$ cat config.mk
export PLATFORM = sky130hd
export DESIGN_NAME = spiflash_rd_arb
export DESIGN_NICKNAME = d
export VERILOG_FILES = /design/src/rtl/spiflash_rd_arb.sv
export SDC_FILE = /design/constraint.sdc
export NUM_CORES = 1
export LEC_CHECK = 0
export ABC_AREA = 1
export BUFFER_PORTS_ARGS = -buffer_cell sky130_fd_sc_hd__buf_2
export CORE_ASPECT_RATIO = 1.2
export CORE_MARGIN = 1.5
export CORE_UTILIZATION = 51
export DETAILED_ROUTE_END_ITERATION = 7
export PLACE_DENSITY = 0.73
export SLEW_MARGIN = 5
export SYNTH_ARGS = -nofsm -noshare
export SYNTH_HDL_FRONTEND = slang
export SYNTH_SLANG_ARGS = --single-unit
$ cat constraint.sdc
create_clock -name clk -period 1.6 [get_ports clk]
set_input_delay 0.16 -clock clk [delete_from_list [all_inputs] [get_ports clk]]
set_output_delay 0.16 -clock clk [all_outputs]
set_load 0.01 [all_outputs]
$ cat src/rtl/spiflash_rd_arb.sv
// Two-port burst-read sequencer/arbiter for an external SPI NOR flash (fast read or quad output read).
// Optional feature macro: SPIFLASH_QUAD_EN selects quad output read (0x6B) with 4-bit data lanes.
`timescale 1ns/1ps
module spiflash_rd_arb #(
  parameter int LEN_W = 8,
  parameter int DUMMY = 8,
  parameter int CS_HI = 4
) (
  input  logic             clk,
  input  logic             rst_n,
  input  logic             req0,
  input  logic [23:0]      addr0,
  input  logic [LEN_W-1:0] len0,
  output logic             gnt0,
  input  logic             req1,
  input  logic [23:0]      addr1,
  input  logic [LEN_W-1:0] len1,
  output logic             gnt1,
  output logic [7:0]       rdata,
  output logic             rvalid,
  output logic             rsel,
  output logic             done,
  output logic             busy,
  output logic             sclk,
  output logic             cs_n,
  output logic [3:0]       qdo,
  input  logic [3:0]       qdi,
  output logic [3:0]       oe
);

  typedef enum logic [2:0] {
    S_IDLE, S_GRANT, S_CMD, S_ADDR, S_DUMMY, S_DATA, S_GAP
  } state_t;

  state_t           state_reg;
  logic             last_served_reg;
  logic [31:0]      sh_reg;
  logic [LEN_W-1:0] len_reg;
  logic [LEN_W-1:0] byte_cnt_reg;
  logic [15:0]      cnt_reg;
  logic [2:0]       sub_cnt_reg;
  logic [7:0]       rx_reg;
  logic [7:0]       rx_next;
  logic             pick1;
  logic             unused_bits;

`ifdef SPIFLASH_QUAD_EN
  localparam logic [7:0] RD_CMD   = 8'h6B;
  localparam logic [2:0] SUB_LAST = 3'd1;
  assign rx_next     = {rx_reg[3:0], qdi};
  assign unused_bits = ^rx_reg[7:4];
`else
  localparam logic [7:0] RD_CMD   = 8'h0B;
  localparam logic [2:0] SUB_LAST = 3'd7;
  assign rx_next     = {rx_reg[6:0], qdi[1]};
  assign unused_bits = ^{rx_reg[7], qdi[3:2], qdi[0]};
`endif

  // On contention the port not served last wins; a lone request always wins.
  assign pick1 = req1 && (!req0 || !last_served_reg);

  always_ff @(posedge clk or negedge rst_n) begin
    if (!rst_n) begin
      state_reg       <= S_IDLE;
      last_served_reg <= 1'b1;
      sh_reg          <= '0;
      len_reg         <= '0;
      byte_cnt_reg    <= '0;
      cnt_reg         <= '0;
      sub_cnt_reg     <= '0;
      rx_reg          <= '0;
      gnt0            <= 1'b0;
      gnt1            <= 1'b0;
      rdata           <= '0;
      rvalid          <= 1'b0;
      rsel            <= 1'b0;
      done            <= 1'b0;
      busy            <= 1'b0;
      sclk            <= 1'b0;
      cs_n            <= 1'b1;
      qdo             <= '0;
      oe              <= '0;
    end else begin
      gnt0   <= 1'b0;
      gnt1   <= 1'b0;
      rvalid <= 1'b0;
      done   <= 1'b0;
      case (state_reg)
        S_IDLE: begin
          if (req0 || req1) begin
            busy         <= 1'b1;
            state_reg    <= S_GRANT;
            byte_cnt_reg <= '0;
            sub_cnt_reg  <= '0;
            if (pick1) begin
              gnt1            <= 1'b1;
              rsel            <= 1'b1;
              last_served_reg <= 1'b1;
              sh_reg          <= {RD_CMD, addr1};
              len_reg         <= len1;
            end else begin
              gnt0            <= 1'b1;
              rsel            <= 1'b0;
              last_served_reg <= 1'b0;
              sh_reg          <= {RD_CMD, addr0};
              len_reg         <= len0;
            end
          end
        end
        // Setup cycle: chip select asserted with the first command bit, sclk still low.
        S_GRANT: begin
          cs_n      <= 1'b0;
          oe        <= 4'b0001;
          qdo       <= {3'b000, sh_reg[31]};
          sh_reg    <= {sh_reg[30:0], 1'b0};
          cnt_reg   <= '0;
          state_reg <= S_CMD;
        end
        S_CMD, S_ADDR: begin
          sclk <= ~sclk;
          if (sclk) begin
            qdo     <= {3'b000, sh_reg[31]};
            sh_reg  <= {sh_reg[30:0], 1'b0};
            cnt_reg <= cnt_reg + 16'd1;
            if (state_reg == S_CMD && cnt_reg == 16'd7) begin
              state_reg <= S_ADDR;
              cnt_reg   <= '0;
            end else if (state_reg == S_ADDR && cnt_reg == 16'd23) begin
              cnt_reg <= '0;
              qdo     <= '0;
              if (DUMMY == 0) begin
                state_reg <= S_DATA;
                oe        <= '0;
              end else begin
                state_reg <= S_DUMMY;
              end
            end
          end
        end
        S_DUMMY: begin
          sclk <= ~sclk;
          if (sclk) begin
            cnt_reg <= cnt_reg + 16'd1;
            if (cnt_reg == 16'(DUMMY - 1)) begin
              state_reg <= S_DATA;
              oe        <= '0;
              cnt_reg   <= '0;
            end
          end
        end
        // qdi is sampled on the clk edge that drops sclk, i.e. the end of each bit period.
        S_DATA: begin
          sclk <= ~sclk;
          if (sclk) begin
            rx_reg      <= rx_next;
            sub_cnt_reg <= sub_cnt_reg + 3'd1;
            if (sub_cnt_reg == SUB_LAST) begin
              sub_cnt_reg <= '0;
              rdata       <= rx_next;
              rvalid      <= 1'b1;
              if (byte_cnt_reg == len_reg) begin
                done      <= 1'b1;
                cs_n      <= 1'b1;
                oe        <= '0;
                cnt_reg   <= '0;
                state_reg <= S_GAP;
              end else begin
                byte_cnt_reg <= byte_cnt_reg + 1'b1;
              end
            end
          end
        end
        S_GAP: begin
          cnt_reg <= cnt_reg + 16'd1;
          if (cnt_reg == 16'(CS_HI - 1)) begin
            state_reg <= S_IDLE;
            busy      <= 1'b0;
          end
        end
        default: state_reg <= S_IDLE;
      endcase
    end
  end

endmodule

# Word level (Yosys, flattened, before mapping)
# Index checks and enable logic that the tools add are counted.
[word_totals]
register_bits = 102
[classes]
n_eq_ne = 21
n_reduce_logical = 29
addsub = 3
muxes = 64
n_bitwise = 1
[op_table]
columns = ["operator", "n"]
rows = [
  ["16-bit two-way mux", 8],
  ["32-bit one-hot mux with 3 select lines", 1],
  ["16-bit one-hot mux with 5 select lines", 1],
  ["32-bit two-way mux", 2],
  ["8-bit two-way mux", 5],
  ["3-bit two-way mux", 13],
  ["24-bit two-way mux", 1],
  ["4-bit two-way mux", 6],
  ["1-bit two-way mux", 20],
  ["2-bit inequality test, second input constant", 9],
  ["3-bit one-hot mux with 6 select lines", 1],
  ["16-bit by 1-bit adder with 16-bit output, second input constant", 1],
  ["16-bit by 2-bit == test with 1-bit output, second input constant", 1],
  ["16-bit by 3-bit == test with 1-bit output, second input constant", 1],
  ["16-bit by 5-bit == test with 1-bit output, second input constant", 1],
  ["8-bit one-hot mux with 2 select lines", 1],
  ["3-bit == test, second input constant", 4],
  ["4-bit one-hot mux with 3 select lines", 1],
  ["3-bit AND reduction", 4],
  ["6-bit AND reduction", 2],
  ["9-bit AND reduction", 1],
  ["8-bit by 1-bit adder with 8-bit output, second input constant", 1],
  ["8-bit == test", 1],
  ["4-bit one-hot mux with 2 select lines", 1],
  ["other kinds (19)", 31],
]

# Longest topological paths before layout
# Gate-level depths: netlist (run 1).
[logic_depth]
ltp_word = 6
ltp_mapped = 12
ltp_nobuf = 11

# Worst setup path after synthesis (run 1)
# Ideal clock, no wire load.
[synth_path]
path_kind = "register -> register"
startpoint = "register sub_cnt_reg[0]"
endpoint = "register cnt_reg[7]"
arrival_time_ps = 1496
path_slack_ps = -14
setup_ps = 118
n_path_buf = 1
path_stages_with_launch = 12
cell_sequence = "dfrtp_1 ha_1 ha_1 nand2_2 nand3_2 nand2_2 nor2_4 nand2_4 inv_4 buf_6 nand2_1 o21ai_2"
[synth_between]
elab_chain_len = 3
[synth_lines]
columns = ["item", "line_no", "rtl"]
rows = [
  ["from (decl)", "41", "logic [2:0] sub_cnt_reg;"],
  ["from (signal assigned)", "156", "sub_cnt_reg <= sub_cnt_reg + 3'd1;"],
  ["3-bit == test", "157", "if (sub_cnt_reg == SUB_LAST) begin"],
  ["2-bit inequality test (no line)", "-", ""],
  ["6-bit AND reduction (no line)", "-", ""],
  ["to (signal assigned)", "124", "cnt_reg <= cnt_reg + 16'd1;"],
  ["to (signal assigned)", "143", "cnt_reg <= cnt_reg + 16'd1;"],
  ["to (signal assigned)", "174", "cnt_reg <= cnt_reg + 16'd1;"],
  ["to (decl)", "40", "logic [15:0] cnt_reg;"],
]
# No other way between the ends.
# A chain may end at the register's enable or synchronous reset.

# Worst setup path after layout (run 1)
[layout_path]
startpoint = "register cnt_reg[0]"
endpoint = "register state_reg[0]"
[layout_between]
elab_chain_len = 5
elab_cells_between_ends = 12
cone_classes = "6 x eq/ne; 3 x mux; 3 x reduce/logical"
[layout_lines]
columns = ["item", "line_no", "rtl"]
rows = [
  ["16-bit by 3-bit == test with 1-bit output", "125, 144", ""],
  ["1-bit logical AND", "125", "if (state_reg == S_CMD && cnt_reg == 16'd7) begin"],
  ["3-bit two-way mux", "125", ""],
  ["3-bit two-way mux", "121", "if (sclk) begin"],
  ["3-bit one-hot mux with 6 select lines", "88", "case (state_reg)"],
  ["to (signal assigned)", "92", "state_reg <= S_GRANT;"],
  ["to (signal assigned)", "126", "state_reg <= S_ADDR;"],
  ["to (signal assigned)", "132", "state_reg <= S_DATA;"],
  ["to (decl)", "35", "state_t state_reg;"],
]
# Several ways; a longest one is shown, not always the timed one. The select of a mux whose other input is x is not followed.

==> results by group, run 1 <==
Setup path
  • Cells along the critical path: ha_4 > nand3_2 > nor2_1 > nand3_1 > nand3_1 > nand2_1 > inv_2 > nand2_2 > nand2_1 > nand2_1
  • Crit path capture type: flip-flop
  • Highest-delay cell along the critical path: sky130_fd_sc_hd__dfrtp_1
  • CP required: 1.84 ns
  • Kind of start point of the critical path: flip-flop
  • Max incr delay on CP: 0.41 ns
  • Endpoint of the lowest-slack register-to-register path: state_reg[0]
  • Worst Reg2Reg Path Length in Cells: 10
  • Worst-path maximum fanout: 4
  • Start-to-end type of the worst setup path: flip-flop to flip-flop
  • Endpoint arrival time on the critical path: 1.85 ns
  • Cell seen most often among critical-path stages: sky130_fd_sc_hd__nand2_1
  • Reg2Reg Setup Slack: -0.01 ns
  • Worst reg2reg path startpoint: cnt_reg[0]

Timing
  • Final Slew Violations: 0
  • Clk_skew: 0.00710 ns
  • Post-layout worst setup margin: -0.00976 ns
  • Setup Total Neg Slack: -0.0137 ns
  • Final setup violation count: 3
  • Final period utilization: 1.01
  • Fmax: 621 MHz
  • RSZ-0062 raised after global routing: true
  • Final critical delay including setup and external delays: 1.61 ns
  • Final hold violations: 0

GRT
  • Pin count of the biggest net entering global routing: 53
  • Global-route wire length before repair: 22400 µm
  • Total global-route track usage: 0.240
  • Total grt overflow: 0
  • Via count of the first global-routing pass: 5011
  • Number of antenna violations at the first check in global routing: 0

Synth
  • YS warnings: 0
  • Primary FF master, synth: sky130_fd_sc_hd__dfrtp_1
  • Post-Synthesis Mean Instance Area: 7.50 µm²
  • Share of flip-flops with an asynchronous set or reset: 1.00
  • Unique cell type count in the Yosys netlist: 43
  • Count of flip-flops with a built-in enable after synthesis: 0
  • Post-synthesis cell count: 736
  • Portion of the post-synthesis area used by sequential elements: 0.436
  • Total standard cell area after synthesis: 5520 µm²
  • Total of flip-flops plus latches after synthesis: 96

Power and ir drop
  • Power density over the cells: 1590 nW/µm²
  • Power share of the sequential group: 0.321
  • Switching power share of the total: 0.422
  • Static leakage: 3.65 nW
  • Power share of the clock group: 0.193
  • Peak supply drop: 1.05 mV
  • Part of the power in combinational logic: 0.486
  • Switching component of the power: 4.76 mW
  • Internal power consumption: 6.51 mW

Floorplanning
  • Initial cell density of the core: 0.525
  • Die X-Extent: 98.0 µm
  • Area of the die: 11500 µm²
  • Rows: 41
  • Die H: 117 µm
  • Count of boundary I/O pins: 96
  • Standard cell core area: 10500 µm²

Detailed routing
  • Routed wire length: 14000 µm
  • Number of violations reported at the end of detailed-routing iteration 0: 295
  • Detailed-route wire length per cell: 13.9 µm
  • DRC errors left: 0
  • Total via count after detailed routing: 5332
  • First drt pass iteration count: 5
  • Number of nets with antenna violations after routing: 0
  • Via/cell ratio: 5.27

Clock network
  • Total CTS buffers: 9
  • CTS H-tree depth: 3
  • Buffer cell driving the clock tree root: sky130_fd_sc_hd__clkbuf_16
  • Clock tree from TritonCTS: done
  • Clock insertion delay at the later pin of the skew report: 0.35 ns
  • Longest Clk Path Bufs: 2
  • Clock edge transition at the registers on the reported setup and hold paths: 0.07 ns
  • Clk sink count: 96

Finish
  • Count of antenna diodes in the layout: 0
  • Layout cell share with drive strength beyond 1: 0.295
  • Finished Layout Cells: 1011
  • Number of flip-flops under the largest register name: 32
  • Count of fill cells added during filler insertion: 857
  • Final net count: 953
  • Area growth from synthesis to layout: 28.5%

Run
  • Number of max-cap violations: 0

Worst hold path
  • Hold depth: 3
  • Start point of the worst min-delay path: len0[3]
  • Hold Crit Class: input pin to flip-flop
  • Hold Path Sink: len_reg[3]

Placed design
  • IO buf count: 86
  • Placed cell count: 979
  • GP Congestion: 0.890
  • Total half-perimeter wirelength after legalization and detailed placement: 9210 µm

Status
  • Outcome: finished, violations left
  • Violations in the final reports: setup timing
==> layer usage <==
metal / global-route usage / wire length (µm) / part of all wire / vias up
met1: 0.305 / 5910 / 0.42 / 2498
met3: 0.0303 / 609 / 0.043 / 26
met5: 0 / 0 / 0 / -
li1: - / - / - / 2648
met4: 0.130 / 338 / 0.024 / 0
met2: 0.406 / 7180 / 0.51 / 160
==> synthesized netlist by cell type (all sizes together), types with 3 or more instances <==
| cell type | count | area share |
|---|---|---|
| nand2 | 299 | 0.21 |
| dfrtp | 94 | 0.43 |
| inv | 68 | 0.047 |
| nor2 | 51 | 0.051 |
| o21ai | 47 | 0.047 |
| nand3 | 42 | 0.041 |
| a31oi | 27 | 0.031 |
| buf | 25 | 0.033 |
| nand4 | 11 | 0.012 |
| o211ai | 11 | 0.015 |
| a21oi | 8 | 0.0086 |
| clkbuf | 7 | 0.0048 |
| nor3 | 6 | 0.0054 |
| xor2 | 6 | 0.0095 |
| mux2 | 5 | 0.010 |
| o22ai | 5 | 0.0057 |
| ha | 4 | 0.0091 |
| a22oi | 3 | 0.0041 |
| o31ai | 3 | 0.0041 |
| xnor2 | 3 | 0.0048 |
==> stage by stage <==
step	hold slack [ns]	cell area (µm²)	util	power (mW)	worst slack, ns
6_report	0.00802	7090	0.674	11.3	-0.00976
5_1_grt	0.0284	7090	0.674	12.1	-0.104
4_1_cts	0.00679	6790	0.646	10.7	-0.000974
3_5_place_dp	0.124	6400	0.608	8.36	-0.0593
3_3_place_gp	0.110	6400	0.608	8.18	0.0198
2_1_floorplan	-0.136	5540	-	7.04	0.0238
==> placed cells by master (no fill, tap or decap), types with 4 or more instances in the layout <==
master                       synthesis  final
sky130_fd_sc_hd__o21ai_1             3      7
sky130_fd_sc_hd__buf_2               9     85
sky130_fd_sc_hd__dfrtp_1            94     90
sky130_fd_sc_hd__inv_1              58     51
sky130_fd_sc_hd__buf_4              11     57
sky130_fd_sc_hd__nor3_1              6      5
sky130_fd_sc_hd__a21oi_1             6      6
sky130_fd_sc_hd__o22ai_1             5      5
sky130_fd_sc_hd__clkinvlp_4          0      4
sky130_fd_sc_hd__nor2_2              5      7
sky130_fd_sc_hd__nor2_1             40     33
sky130_fd_sc_hd__nand3_2             3      5
sky130_fd_sc_hd__nand2_4             2      7
sky130_fd_sc_hd__o21ai_2             7      7
sky130_fd_sc_hd__buf_6               5      5
sky130_fd_sc_hd__nor2_8              4      4
sky130_fd_sc_hd__nor2_4              2      7
sky130_fd_sc_hd__o211ai_1           11     11
sky130_fd_sc_hd__nand3_1            39     36
sky130_fd_sc_hd__clkbuf_16           0     11
sky130_fd_sc_hd__nand4_1            11     11
sky130_fd_sc_hd__dfrtp_2             0      4
sky130_fd_sc_hd__nand2_1           291    275
sky130_fd_sc_hd__a31oi_1            27     26
sky130_fd_sc_hd__xor2_1              6      6
sky130_fd_sc_hd__o21ai_0            37     33
sky130_fd_sc_hd__inv_2               8     11
sky130_fd_sc_hd__nand2_2             6     17
sky130_fd_sc_hd__conb_1              1      6
sky130_fd_sc_hd__buf_12              0      6
==> area by class of cell <==
class | instances | area [µm²] | share of cell area
multi-input combinational | 544 | 2840 | 0.401
sequential | 96 | 2410 | 0.340
timing repair buffer | 156 | 1090 | 0.154
inverter | 69 | 282 | 0.0397
clock buffer | 12 | 267 | 0.0376
tap | 129 | 161 | 0.0228
clock inverter | 4 | 33.8 | 0.00476
timing repair inverter | 1 | 7.51 | 0.00106
==> kinds of logic after synthesis <==
| group | synth area share |
|---|---|
| xor+xnor | 0.0143 |
| mux | 0.0102 |
| simple gates | 0.324 |
| flops | 0.436 |
| buf+inv | 0.0859 |
| compound gates | 0.120 |
| other cells | 0.000680 |
| fa+ha+maj | 0.00907 |
==> worst max-delay path, delay by kind of cell (launching register included) <==
| kind | cells | cell delay, ns |
|---|---|---|
| fa+ha+maj | 1 | 0.19 |
| buf+inv | 1 | 0.09 |
| flops | 1 | 0.41 |
| simple gates | 8 | 0.81 |
==> worst max-delay path by stage <==
| stage | from | end | depth (start not counted) |
|---|---|---|---|
| final | cnt_reg[0] | state_reg[0] | 10 |
| after detailed placement | cnt_reg[0] | state_reg[1] | 10 |
| after floorplan | sub_cnt_reg[0] | cnt_reg[7] | 11 |
| after global placement | cnt_reg[0] | state_reg[2] | 10 |
| after global routing | cnt_reg[0] | state_reg[1] | 10 |
| after CTS | state_reg[1] | sh_reg[23] | 8 |
==> power by group through the flow <==
stage,Clock (mW),Sequential [mW],Combinational (mW)
2_1_floorplan,0,3.54,3.50
3_3_place_gp,0,3.60,4.58
3_5_place_dp,0,3.61,4.74
4_1_cts,2.21,3.60,4.86
5_1_grt,2.30,3.69,6.09
6_report,2.17,3.62,5.48
==> timing repair <==
| item | 4_1_cts | 5_1_grt |
|---|---|---|
| pin swaps | 2 | 14 |
| resized for setup | 13 | 60 |
| hold buffers | 1 | 0 |
| buffers inserted | 4 | 8 |
| endpoints found under the setup margin | 13 | 58 |
| hold endpoints to repair | 27 | 0 |
| cloned | 1 | 2 |
No activity file was read; power rests on OpenSTA's default activity.
==> inputs of run 2 (changes only) <==
- CORE_UTILIZATION: 51 -> 53
- CTS_BUF_LIST: default -> sky130_fd_sc_hd__clkbuf_2
- PLACE_DENSITY: 0.73 -> 0.75
==> results by group, run 2 (synthesis results as in run 1) <==
Power and ir drop
  • Power density over the cells: 1480 nW/µm² (-6.7%)
  • Internal power consumption: 6.06 mW (-7.0%)
  • Power share of the clock group: 0.109 (-0.084)
  • Static leakage: 3.95 nW (+8.0%)
  • Peak supply drop: 1.03 mV (-2.7%)
  • Switching component of the power: 5.47 mW (+15%)
  • Power share of the sequential group: 0.319 (-0.002)
  • Switching power share of the total: 0.474 (+0.0521)
  • Part of the power in combinational logic: 0.572 (+0.086)

GRT
  • Number of antenna violations at the first check in global routing: 0 (unchanged)
  • Total global-route track usage: 0.313 (+0.0725)
  • Pin count of the biggest net entering global routing: 48 (-9.4%)
  • Total grt overflow: 0 (unchanged)
  • Via count of the first global-routing pass: 5830 (+16%)
  • Global-route wire length before repair: 26700 µm (+19%)

Clock network
  • Clock tree from TritonCTS: done
  • Clock insertion delay at the later pin of the skew report: 0.59 ns (+0.24 ns)
  • Buffer cell driving the clock tree root: sky130_fd_sc_hd__clkbuf_2
  • Clock edge transition at the registers on the reported setup and hold paths: 0.27 ns (+0.20 ns)
  • Clk sink count: 96 (unchanged)
  • CTS H-tree depth: 3 (unchanged)
  • Total CTS buffers: 9 (unchanged)
  • Longest Clk Path Bufs: 2 (unchanged)

Setup path
  • Highest-delay cell along the critical path: sky130_fd_sc_hd__dfrtp_1
  • Worst setup path endpoint: sh_reg[1]
  • Endpoint of the lowest-slack register-to-register path: sh_reg[1]
  • Kind of start point of the critical path: flip-flop
  • Cells along the critical path: buf_4 > nor2_4 > nand3_2 > nand2_4 > buf_12 > a31oi_1 > o21ai_0 > nand2_1
  • Endpoint arrival time on the critical path: 2.23 ns (+0.38 ns)
  • Max incr delay on CP: 0.51 ns (+0.10 ns)
  • Launching element of the worst setup path: state_reg[1]
  • Crit path capture type: flip-flop
  • CP required: 2.11 ns (+0.27 ns)
  • Start-to-end type of the worst setup path: flip-flop to flip-flop
  • Worst reg2reg path startpoint: state_reg[1]
  • Worst-path maximum fanout: 22 (+18)
  • Worst Reg2Reg Path Length in Cells: 8 (-2)
  • Reg2Reg Setup Slack: -0.13 ns (-0.12 ns)

Run
  • Number of max-cap violations: 0 (unchanged)

Floorplanning
  • Rows: 40 (-2.4%)
  • Die X-Extent: 96.1 µm (-1.8%)
  • Die H: 115 µm (-1.9%)
  • Initial cell density of the core: 0.549 (+0.0238)
  • Count of boundary I/O pins: 96 (unchanged)
  • Standard cell core area: 10100 µm² (-4.3%)
  • Area of the die: 11000 µm² (-3.7%)

Finish
  • Leading cell types in the layout, fill and taps excluded: sky130_fd_sc_hd__nand2_1 (269), sky130_fd_sc_hd__dfrtp_1 (91), sky130_fd_sc_hd__buf_2 (85), sky130_fd_sc_hd__dlygate4sd3_1 (68), sky130_fd_sc_hd__buf_4 (57)
  • Area growth from synthesis to layout: 40.8%
  • Layout cell share with drive strength beyond 1: 0.295 (about the same)
  • Number of flip-flops under the largest register name: 32 (unchanged)
  • Layout Cell Area excl Fill: 7770 µm² (+9.6%)
  • Final net count: 1029 (+8.0%)
  • Leading cell type in the layout, fill and taps excluded: sky130_fd_sc_hd__nand2_1
  • Finished Layout Cells: 1083 (+7.1%)
  • Count of antenna diodes in the layout: 0 (unchanged)

Timing
  • Hold Worst Slack: 0.0884 ns (+0.0804 ns)
  • Worst slew margin relative to its limit: 0.480
  • Final Slew Violations: 0 (unchanged)
  • RSZ-0062 raised after global routing: true
  • Clk_skew: 0.0221 ns (+0.0150 ns)
  • Final critical delay including setup and external delays: 1.73 ns (+0.116 ns)
  • Final period utilization: 1.08 (+0.0725)
  • Fmax: 579 MHz (-6.7%)
  • Slew of the pin with the lowest slew margin: 0.778 ns
  • Post-layout worst setup margin: -0.126 ns (-0.116 ns)
  • Final setup violation count: 55 (+52)
  • Final hold violations: 0 (unchanged)

Status
  • Violations in the final reports: setup timing
  • Outcome: finished, violations left

Placed design
  • IO buf count: 86 (unchanged)
  • Placed cell count: 979 (unchanged)
  • Cell area after placement: 6400 µm² (about the same)
  • Total half-perimeter wirelength after legalization and detailed placement: 9320 µm (+1.3%)
  • GP Congestion: 0.851 (-4.4%)
  • Pre-CTS WS: -0.0810 ns (-0.0217 ns)

Detailed routing
  • First drt pass iteration count: 6 (+1)
  • Met3 routed wirelength: 1470 µm (+140%)
  • DRC errors left: 0 (unchanged)
  • Top sig layer: met4
  • Routed wire length: 18900 µm (+35%)
  • Wire length on met2: 9580 µm (+33%)
  • Number of nets with antenna violations after routing: 0 (unchanged)
  • Via/cell ratio: 5.70 (+8.1%)
  • Detailed-route wire length per cell: 17.5 µm (+26%)
  • Met1 Wirelength: 7170 µm (+21%)
  • Total via count after detailed routing: 6173 (+16%)
  • Number of violations reported at the end of detailed-routing iteration 0: 470 (+59%)

Worst hold path
  • Hold Crit Class: input pin to async pin
[run 2: layout make-up]
type,count,area (µm²)
clock buffers,11,55.1
clock inverters,4,53.8
fillers,639,2290
inverters,69,285
multi-input cells,544,2940
flip-flops and latches,96,2410
well taps,126,158
repair buffers,230,1850
repair inverters,3,26.3
[run 2: worst min-delay path by stage]
| stage | to | cells past startpoint | from | slack (ns) |
|---|---|---|---|---|
| 2_1_floorplan | busy | 0 | rst_n | -0.14 |
| 3_3_place_gp | rdata[4] | 1 | rst_n | 0.1 |
| 3_5_place_dp | rdata[4] | 1 | rst_n | 0.10 |
| 4_1_cts | cs_n | 2 | rst_n | 0.09 |
| 5_1_grt | cs_n | 2 | rst_n | 0.07 |
| 6_report | last_served_reg | 2 | rst_n | 0.09 |
[run 2: layer usage]
metal	track usage	up-vias
met5	0	-
met4	0.122	0
met3	0.0681	83
met2	0.523	374
met1	0.394	2913
li1	-	2803
[run 2: worst max-delay path: cells and delay by family (launching register included)]
family	cells	cell delay [ns]
compound gates	2	0.23
buf+inv	2	0.35
flops	1	0.51
simple gates	4	0.54
[run 2: metrics by stage]
stage               total power [mW]  utilization  setup TNS, ns
floorplan                       7.04            -              0
global placement                8.20        0.637              0
detailed placement              8.40        0.637         -0.411
CTS                             9.93        0.725         -0.136
global route                    12.1        0.773          -4.86
finish                          11.5        0.773          -2.97
[run 2: power groups by stage]
stage	combinational [mW]	sequential [mW]	clock, mW
after floorplan	3.50	3.54	0
after global placement	4.60	3.59	0
after detailed placement	4.79	3.62	0
after CTS	5.12	3.58	1.23
after global routing	7.05	3.73	1.34
final	6.59	3.68	1.26
[run 2: what timing repair did]
item,4_1_cts,5_1_grt
buffers inserted,6,9
endpoints found under the setup margin,35,71
pin swaps,3,21
gates cloned,0,6
hold endpoints to repair,130,0
hold buffers,68,0
resized for setup,15,91
